<file path="config.mk">
export PLATFORM = sky130hd
export DESIGN_NAME = sar_search_8bit
export DESIGN_NICKNAME = d
export VERILOG_FILES = /design/src/rtl/sar_search_8bit_pkg.sv /design/src/rtl/sar_search_8bit.sv
export SDC_FILE = /design/constraint.sdc
export NUM_CORES = 1
export LEC_CHECK = 0
export CORE_ASPECT_RATIO = 1.4
export CORE_MARGIN = 2
export CORE_UTILIZATION = 55
export CTS_BUF_LIST = sky130_fd_sc_hd__clkbuf_8
export CTS_CLUSTER_DIAMETER = 120
export CTS_CLUSTER_SIZE = 14
export DETAILED_ROUTE_END_ITERATION = 16
export GPL_TIMING_DRIVEN = 1
export PLACE_DENSITY_LB_ADDON = 0.25
export SYNTH_ARGS = -nofsm -noshare
export SYNTH_HDL_FRONTEND = slang
export SYNTH_SLANG_ARGS = --single-unit
</file>
<file path="constraint.sdc">
create_clock -name clock -period 3.9 [get_ports clock]
set_input_delay 0.39 -clock clock [delete_from_list [all_inputs] [get_ports clock]]
set_output_delay 0.39 -clock clock [all_outputs]
set_load 0.02 [all_outputs]
</file>
<file path="src/rtl/sar_search_8bit_pkg.sv">
// Shared definitions for comparator-driven successive-approximation search.
// State encodings and flag helpers reused by any comparator consumer.
package sar_search_8bit_pkg;

    localparam logic [1:0] S_IDLE   = 2'd0;
    localparam logic [1:0] S_SEARCH = 2'd1;
    localparam logic [1:0] S_VERIFY = 2'd2;

    typedef enum logic [1:0] {
        IDLE   = S_IDLE,
        SEARCH = S_SEARCH,
        VERIFY = S_VERIFY
    } sarState_t;

    // A well-behaved magnitude comparator asserts exactly one of its three flags.
    function automatic logic isOneHot(input logic lt, input logic eq, input logic gt);
        return ({lt, eq, gt} == 3'b100) || ({lt, eq, gt} == 3'b010) ||
               ({lt, eq, gt} == 3'b001);
    endfunction

endpackage

</file>
<file path="src/rtl/sar_search_8bit.sv">
// Successive-approximation search controller: drives a trial value into an
// external comparator and bisects MSB-first until the hidden target is found.
module sar_search_8bit
    import sar_search_8bit_pkg::*;
#(
    parameter int WIDTH      = 8,
    parameter bit EARLY_EXIT = 1'b1
) (
    input  logic             clock,
    input  logic             reset,
    input  logic             start,
    input  logic             pLessThanQ,
    input  logic             pEqualToQ,
    input  logic             pGreaterThanQ,
    output logic [WIDTH-1:0] guess,
    output logic [WIDTH-1:0] result,
    output logic             busy,
    output logic             done,
    output logic             found,
    output logic             error
);

    localparam int                IDX_W   = (WIDTH > 1) ? $clog2(WIDTH) : 1;
    localparam logic [IDX_W-1:0]  IDX_MSB = IDX_W'(WIDTH - 1);
    localparam logic [IDX_W-1:0]  IDX_ONE = IDX_W'(1);
    localparam logic [WIDTH-1:0]  ONE     = WIDTH'(1);
    localparam logic [WIDTH-1:0]  MSB     = ONE << (WIDTH - 1);

    sarState_t        state, stateNext;
    logic [IDX_W-1:0] idx, idxNext;
    logic [WIDTH-1:0] guessNext, resultNext, decided;
    logic             doneNext, foundNext, errorNext, flagsOk;

    assign flagsOk = isOneHot(pLessThanQ, pEqualToQ, pGreaterThanQ);
    // Only the bit under test can change, so no carry or borrow ever ripples.
    assign decided = pGreaterThanQ ? (guess & ~(ONE << idx)) : guess;
    assign busy    = (state != IDLE);

    // NOTE: state registers use non-blocking assignments so every flop samples
    // pre-edge values; blocking here would create order-dependent races.
    always_ff @(posedge clock or posedge reset) begin
        if (reset) begin
            state  <= IDLE;
            guess  <= '0;
            result <= '0;
            idx    <= IDX_MSB;
            done   <= 1'b0;
            found  <= 1'b0;
            error  <= 1'b0;
        end else begin
            state  <= stateNext;
            guess  <= guessNext;
            result <= resultNext;
            idx    <= idxNext;
            done   <= doneNext;
            found  <= foundNext;
            error  <= errorNext;
        end
    end

    // NOTE: every output of this block gets a default first, so no path through
    // the case statement can leave a signal unassigned and infer a latch.
    always_comb begin
        stateNext  = state;
        guessNext  = guess;
        resultNext = result;
        idxNext    = idx;
        doneNext   = 1'b0;
        foundNext  = found;
        errorNext  = error;

        case (state)
            IDLE: begin
                if (start) begin
                    guessNext = MSB;
                    idxNext   = IDX_MSB;
                    foundNext = 1'b0;
                    errorNext = 1'b0;
                    stateNext = SEARCH;
                end
            end

            SEARCH: begin
                if (!flagsOk) begin
                    errorNext  = 1'b1;
                    foundNext  = 1'b0;
                    resultNext = guess;
                    doneNext   = 1'b1;
                    stateNext  = IDLE;
                end else if (EARLY_EXIT && pEqualToQ) begin
                    resultNext = guess;
                    foundNext  = 1'b1;
                    doneNext   = 1'b1;
                    stateNext  = IDLE;
                end else if (idx != '0) begin
                    guessNext = decided | (ONE << (idx - IDX_ONE));
                    idxNext   = idx - IDX_ONE;
                end else begin
                    guessNext = decided;
                    stateNext = VERIFY;
                end
            end

            VERIFY: begin
                errorNext  = !flagsOk;
                foundNext  = flagsOk && pEqualToQ;
                resultNext = guess;
                doneNext   = 1'b1;
                stateNext  = IDLE;
            end

            default: stateNext = IDLE;
        endcase
    end

endmodule
</file>
Word-level counts from Yosys, hierarchy flattened
Cells that the tools add are included.
{ "word_totals": {"reg_bits": 24, "output_inout_bits": 20, "word_cells": 69} }
{ "classes": {"addsub": 1, "n_eq_ne": 12, "n_shift": 2, "mux": 28, "bitwise_logic": 3, "reduce_logical": 16} }
{ "op_table": {"columns": ["operator", "count"], "rows": [
  ["$mux 8", 7],
  ["$pmux 8 s2", 2],
  ["$shl 1x3->8 const A", 2],
  ["$mux 3", 4],
  ["$ne 2x2->1 const B", 5],
  ["$and 8x8->8", 1],
  ["$mux 2", 4],
  ["$not 8->8", 1],
  ["$or 8x8->8", 1],
  ["$mux 1", 6],
  ["$pmux 1 s3", 2],
  ["$pmux 3 s2", 1],
  ["$reduce_and 3->1", 2],
  ["$reduce_bool 2->1", 3],
  ["$reduce_bool 3->1", 2],
  ["$reduce_and 5->1", 1],
  ["$ne 4x4->1 const B", 1],
  ["$pmux 2 s2", 1],
  ["$reduce_and 2->1", 2],
  ["$reduce_and 4->1", 1],
  ["$eq 3x1->1 const B", 1],
  ["$eq 3x2->1 const B", 1],
  ["$eq 3x3->1 const B", 1],
  ["$ne 3x3->1 const B", 1],
  ["8 further kinds", 9]
]} }

Depth between registers and ports, before layout
Gate-level depths: netlist (run 1).
{ "depth": {"word_depth": 9, "ltp_mapped": 8, "ltp_nobuf": 6} }

Worst setup path before layout (run 1)
No wires, ideal clock.
{ "synth_timing": {"path_type": "flip-flop to flip-flop", "startpoint": "register state[1]", "endpoint": "register result[0]", "setup_ns": 0.125, "arrival_time_ns": 1.751, "required_time_ns": 3.775, "path_slack_ns": 2.024, "stages_incl_launch_ff": 9, "path_cell_list": "dfrtp_1 > inv_1 > ha_1 > clkbuf_8 > inv_2 > or3_4 > o21a_1 > buf_6 > mux2_4"} }
{ "synth_via": {"elab_chain_cells": 3, "elab_cells_between_ends": 6, "cone_classes": "eq/ne: 3; mux: 1; reduce/logical: 2"} }
{ "synth_lines": {"columns": ["item", "line_no", "source"], "rows": [
  ["from (decl)", "sar_search_8bit.sv:29", "sarState_t state, stateNext;"],
  ["from (signal assigned)", "sar_search_8bit.sv:51", "state <= stateNext;"],
  ["$eq 2x1->1 or $eq 2x2->1 (tied branches)", "sar_search_8bit.sv:72", "case (state)"],
  ["$ne 3x3->1 (no source line) or $reduce_bool 2->1 (tied branches)", null, null],
  ["$reduce_and 2->1 (no source line)", null, null],
  ["to (signal assigned)", "sar_search_8bit.sv:53", "result <= resultNext;"],
  ["to (decl)", "sar_search_8bit.sv:16", "output logic [WIDTH-1:0] result,"]
]} }
Several ways; a longest one is shown, not always the timed one.
A chain may end at the register's enable or synchronous reset.

Worst setup path after layout (run 1)
{ "layout_timing": {"startpoint": "register state[1]", "endpoint": "register guess[5]"} }
{ "layout_via": {"elab_chain_cells": 3, "elab_cells_between_ends": 8, "cone_classes": "eq/ne: 4; mux: 1; reduce/logical: 3"} }
{ "layout_lines": {"columns": ["item", "line_no", "source"], "rows": [
  ["$eq 2x1->1 or $logic_not 2->1 (tied branches)", "sar_search_8bit.sv:72", null],
  ["$ne 2x2->1 (no source line) or $reduce_bool 2->1 (tied branches)", null, null],
  ["$reduce_and 4->1 (no source line)", null, null],
  ["to (signal assigned)", "sar_search_8bit.sv:52", "guess <= guessNext;"],
  ["to (decl)", "sar_search_8bit.sv:15", "output logic [WIDTH-1:0] guess,"]
]} }
Several ways; a longest one is shown, not always the timed one.

==> run_results.csv, run 1 <==
group,metric,value,unit
layout,layout-drive-gt1-share,0.131,
layout,area_delta_synth_final,20.6,%
sta,finClkSkew,0.00195,ns
floorplan,core_area,0.00242,mm2
run_status,status,"finished, final reports clean",
layout,multi_input_comb_area,719,um2
drt,vias_per_cell,5.67,
grt,grt_usage,0.215,
critical_path,critPathArrivalTime,2.73,ns
clock_network,cts.sinks,24,
synth,synth_top_family_by_area,"compound AO/OA/AOI/OAI gates",
sta,finalCritPeriodShare,0.660,
grt,antenna_found_initial,0,
clock_network,holdBufCountCts,0,
floorplan,die_w,46.9,um
clock_network,ctsResizeCount,0,
place,post-place-cells,183,
critical_path,cp.required,4.06,ns
synth,synth_top_area_cell,"dfrtp_1",
synth,ys_seq_elements,24,
place,place_congestion,0.792,
layout,final.fill_count,183,
sta,drv_slew,0,
synth,synth-compound-area-share,0.182,
clock_network,cts_max_level,1,
layout,post_layout_nonfiller_instances,187,
drt,routedWlPerCell,15.0,um
run,maxCapViolCount,0,
critical_path,crit_family,"compound AO/OA/AOI/OAI gates",
clock_network,clkTransAtPathRegs,0.08,ns
critical_path,cp_slowest_cell,"o41ai_4",
pwr,p_leak,0.769,nW
drt,first_iter_violations,26,
synth,synthFlopType,"dfrtp_1",
grt,grt_pass1_wl,4680,um
synth,async_flop_share,1.00,
critical_path,crit_path_end_kind,"flop",
drt,firstDrtPassIters,4,
drt,drc,0,
sta,period_needed,2.58,ns
synth,yosysUniqueCellTypes,39,
sta,maxSlewHeadroom,0.422,
sta,final-hold-violation-count,0,
clock_network,tritoncts,"yes",
critical_path,critPathBufInv,2,
sta,hold_ws,0.513,ns
place,dp_hpwl,2050,um
clock_network,clockBufferDepth,2,
drt,vias,1061,
synth,synthesis.area,0.00142,mm2
critical_path,worstPathCellList,"inv_1, ha_1, inv_2, o41ai_4, o21ai_0, a32o_1",
clock_network,postCtsSetupBuffers,0,
floorplan,num_rows,21,
synth,synth.area.top_cells,"dfrtp_1 37%, ha_1 8.8%, mux2_4 8.5%",
layout,antenna_cells,0,
pwr,power,1.11,mW
pwr,pwr_density_cell,649,mW/mm2
synth,synthMuxAreaShare,0.0925,
synth,seq_area_frac_synth,0.426,
synth,synth_area_per_cell,10.8,um2
floorplan,die_h,64.1,um
clock_network,clk_latency,0.27,ns
synth,synth_fa_ha_area_frac,0.0881,
grt,grt_pass1_vias,1063,
grt,grt_max_degree,25,
hold_path,hold_class,"flop to flop",
clock_network,cts_buffers,3,
floorplan,io_pins,26,
layout,nNetsFinal,170,
drt,wl,2800,um
floorplan,initial_core_util,0.587,
sta,max_clock_freq,0.388,GHz
synth,synthXorXnorAreaFrac,0.0238,
synth,synth_top_area_share,0.370,
layout,fin_area,0.00171,mm2
clock_network,clockRootBuffer,"clkbuf_8",
sta,grt_setup_unrepaired,"no",
sta,tightest_slew,0.866,ns
place,placed_area,0.00166,mm2
sta,fin_setup_tns,0,ns
grt,overflow,0,
drt,ant_nets,0,
floorplan,die-area,0.00301,mm2
synth,synth_edf_count,0,
synth,synth_cells,131,
sta,setup_viol,0,
critical_path,slowest_delay,0.76,ns
critical_path,worstSetupPathType,"flop to flop",
synth,ys_warn_count,0,
synth,yosys.area_share.simple,0.120,
pwr,ir_worst_vdd,0.321,mV
critical_path,critPathLaunchType,"flop",
layout,ff_latch_area,604,um2
place,port_buffers,25,
synth,syn_nets,147,
critical_path,worst-path-max-fanout,19,
cell families (layout without fill, tap and decap cells):
group,count (synthesis),count (layout)
flops,24,24
simple gates,32,32
buf+inv,18,40
mux,9,9
compound gates,35,35
fa+ha+maj,10,10
xor+xnor,3,3
cells in the final DEF (no fill, tap or decap), types with 2 or more instances in the layout:
master	instances
clkbuf_8	4
nor2_1	5
nor2b_1	2
inv_1	10
nand3_1	2
dfrtp_1	21
a22o_1	2
mux2_4	8
nand2b_1	3
nand3b_1	2
o2bb2ai_1	2
dfstp_2	3
a21oi_1	4
o21a_1	2
nand2_1	10
clkdlybuf4s50_1	25
o21ai_0	13
a32o_1	4
xor2_1	2
ha_1	10
and3_1	3
synthesized netlist by cell type (2+ instances only):
| library cell | instances |
|---|---|
| a32o_1 | 4 |
| and3_1 | 3 |
| nand2b_1 | 3 |
| o21a_1 | 2 |
| a22o_1 | 2 |
| clkbuf_1 | 3 |
| nor2_1 | 5 |
| o2bb2ai_1 | 2 |
| o21ai_0 | 13 |
| nor2b_1 | 2 |
| a21oi_1 | 4 |
| nand3_1 | 2 |
| inv_1 | 10 |
| dfstp_2 | 3 |
| nand3b_1 | 2 |
| dfrtp_1 | 21 |
| mux2_4 | 8 |
| xor2_1 | 2 |
| buf_6 | 2 |
| ha_1 | 10 |
| nand2_1 | 10 |
layer usage:
metal	up-vias	global-route usage	routed length (um)
met4	0	0.104	91
met2	47	0.368	1480
li1	502	-	-
met1	503	0.236	1080
met5	-	0	0
met3	9	0.0452	147
state kept, by name, indices dropped and copies added (netlist names):
name and cells:
result 8, idx 3, guess 8, state 2, error 1, done 1, found 1
layout make-up:
cell class / count / share of cell area
multi-input cells: 89 / 0.420
flip-flops and latches: 24 / 0.353
repair buffers: 25 / 0.146
clock buffers: 4 / 0.0321
well taps: 34 / 0.0248
inverters: 11 / 0.0241
final timing paths:
check / slack [ns] / from / endpoint / cells after the start
setup / recovery: 1.32 / state[1] / guess[5] / 6
hold / removal: 0.51 / result[6] / result[6] / 1
setup reg to reg: 1.32 / state[1] / guess[5] / 6
hold reg to reg: 0.51 / result[6] / result[6] / 1
max in group asynchronous: 2.77 / reset / state[0] / 2
min in group asynchronous: 0.60 / reset / result[4] / 2
where the power goes:
part,leakage [nW],switching (mW),internal [mW]
clock,0.0288,0.0782,0.0902
combinational,0.429,0.306,0.263
sequential,0.311,0.0524,0.321
metrics by stage:
step | util | worst slack [ns]
6_report | 0.709 | 1.32
5_1_grt | 0.709 | 1.09
4_1_cts | 0.709 | 1.36
3_5_place_dp | 0.686 | 1.41
3_3_place_gp | 0.686 | 1.47
2_1_floorplan | - | 2.02
(Power assumes the default switching activity.)
==> inputs of run 2 (changes only) <==
--- a/config.mk
+++ b/config.mk
@@ -7,7 +7,7 @@
 export LEC_CHECK = 0
 export CORE_ASPECT_RATIO = 1.4
 export CORE_MARGIN = 2
-export CORE_UTILIZATION = 55
+export CORE_UTILIZATION = 54
 export CTS_BUF_LIST = sky130_fd_sc_hd__clkbuf_8
 export CTS_CLUSTER_DIAMETER = 120
 export CTS_CLUSTER_SIZE = 14
==> constraint.sdc (replaced) <==
create_clock -name clock -period 2.6 [get_ports clock]
set_input_delay 0.26 -clock clock [delete_from_list [all_inputs] [get_ports clock]]
set_output_delay 0.26 -clock clock [all_outputs]
set_load 0.02 [all_outputs]
==> run 2 against run 1 <==
Effect of this change: non-clock buffer count grew 2; cell area increased by 1.0%; power rose by 52%; utilization fell by 3.3 points; register-to-register slack lost 0.72 ns; clock power is 51% higher; sequential share of layout area is 0.36 points lower; worst hold slack got worse by 0.039 ns; cell count grew 2.1%; largest cell class unchanged.
==> run_results.csv, run 2 (same netlist as run 1, synthesis figures left out) <==
group,metric,value,unit
sta,hold_ws,0.474,ns
grt,grt_usage,0.206,
drt,drc,0,
critical_path,worstPathCellList,"clkdlybuf4s50_1, xnor2_2, or3_4, o21a_1, mux2_4",
layout,ff_latch_area,604,um2
floorplan,num_rows,22,
clock_network,cts_buffers,3,
sta,drv_slew,0,
pwr,pwr_density_cell,974,mW/mm2
clock_network,clkTransAtPathRegs,0.09,ns
sta,max_clock_freq,0.495,GHz
place,port_buffers,25,
critical_path,crit_path_end_kind,"flop",
layout,antenna_cells,0,
floorplan,die-area,0.00306,mm2
grt,grt_pass1_vias,1062,
grt,grt_pass1_wl,4660,um
clock_network,tritoncts,"yes",
layout,area_delta_synth_final,21.9,%
clock_network,holdBufCountCts,0,
floorplan,die_w,47.3,um
drt,routedWlPerCell,14.6,um
sta,fin_setup_tns,0,ns
layout,final_common_cell,"clkdlybuf4s50_1",
clock_network,ctsResizeCount,0,
critical_path,slowest_delay,0.59,ns
drt,first_iter_violations,43,
drt,vias,1051,
layout,nNetsFinal,172,
clock_network,postCtsSetupBuffers,0,
sta,finClkSkew,0.00873,ns
sta,setup_viol,0,
drt,wl,2800,um
critical_path,critPathLaunchType,"input pin",
place,post-place-ws,0.351,ns
place,dp_hpwl,2110,um
pwr,p_leak,0.779,nW
floorplan,die_h,64.7,um
layout,final.fill_count,221,
critical_path,cp_slowest_cell,"clkdlybuf4s50_1",
sta,final-hold-violation-count,0,
layout,layout-drive-gt1-share,0.142,
pwr,ir_worst_vdd,0.829,mV
clock_network,clk_latency,0.27,ns
drt,firstDrtPassIters,5,
grt,grt_max_degree,25,
critical_path,cp.required,2.75,ns
critical_path,worstRegToRegCells,7,
critical_path,worstSetupPathType,"input pin to flop",
drt,vias_per_cell,5.50,
sta,period_needed,2.02,ns
clock_network,clockBufferDepth,2,
sta,maxSlewHeadroom,0.409,
grt,overflow,0,
sta,worst_slack,0.579,ns
layout,multi_input_comb_area,719,um2
drt,ant_nets,0,
run_status,status,"finished, final reports clean",
clock_network,clockRootBuffer,"clkbuf_8",
sta,finalCritPeriodShare,0.777,
sta,tightest_slew,0.886,ns
run,maxCapViolCount,0,
sta,grt_setup_unrepaired,"no",
floorplan,io_pins,26,
critical_path,worst-path-max-fanout,9,
clock_network,cts.sinks,24,
hold_path,hold_class,"input pin to async pin",
critical_path,critPathArrivalTime,2.17,ns
grt,antenna_found_initial,0,
floorplan,initial_core_util,0.555,
place,place_congestion,0.798,
clock_network,cts_max_level,1,
layout,final_cell_mix,"25 x clkdlybuf4s50_1, 21 x dfrtp_1, 13 x o21ai_0",
floorplan,core_area,0.00256,mm2
layout,top_regs,"guess x8, result x8, idx x3",
## run 2: cell types whose count changed in the layout (fill, tap and decap cells not counted)
cell	change
buf_4	+2
## run 2: cell type report
class	instances	share of cell area
multi-input combinational	89	0.416
sequential	24	0.349
timing repair buffer	27	0.153
clock buffer	4	0.0318
tap	36	0.0260
inverter	11	0.0239
## run 2: worst paths after layout
| check | start | end | slack, ns |
|---|---|---|---|
| setup / recovery | pGreaterThanQ | result[7] | 0.58 |
| hold / removal | reset | result[4] | 0.47 |
| setup reg to reg | state[0] | guess[5] | 0.60 |
| hold reg to reg | result[2] | result[2] | 0.52 |
| max in group asynchronous | reset | guess[0] | 1.58 |
| min in group clock | result[2] | result[2] | 0.52 |
## run 2: per-stage QoR
stage / power, mW / instances / area, um2 / util
floorplan: 1.18 / 131 / 1420 / -
global placement: 1.41 / 187 / 1680 / 0.654
detailed placement: 1.44 / 187 / 1680 / 0.654
CTS: 1.70 / 191 / 1730 / 0.676
global route: 1.80 / 191 / 1730 / 0.676
finish: 1.69 / 191 / 1730 / 0.676
## run 2: worst max-delay path, delay by kind of cell
family,cells,cell delay (ns)
mux,1,0.34
xor+xnor,1,0.34
simple gates,1,0.20
compound gates,1,0.44
buf+inv,1,0.59
## run 2: report_power, final
part | internal [mW] | total [mW] | switching (mW)
Sequential | 0.482 | 0.559 | 0.0769
Clock | 0.135 | 0.253 | 0.118
Combinational | 0.410 | 0.874 | 0.464
Total | 1.03 | 1.69 | 0.658
## run 2: layer usage
metal  GRT usage  up-vias  share of wire
met5           0        -              0
met4       0.104        0          0.028
met3      0.0195        8          0.034
met2       0.358       30           0.54
met1       0.235      510           0.40
li1            -      503              -
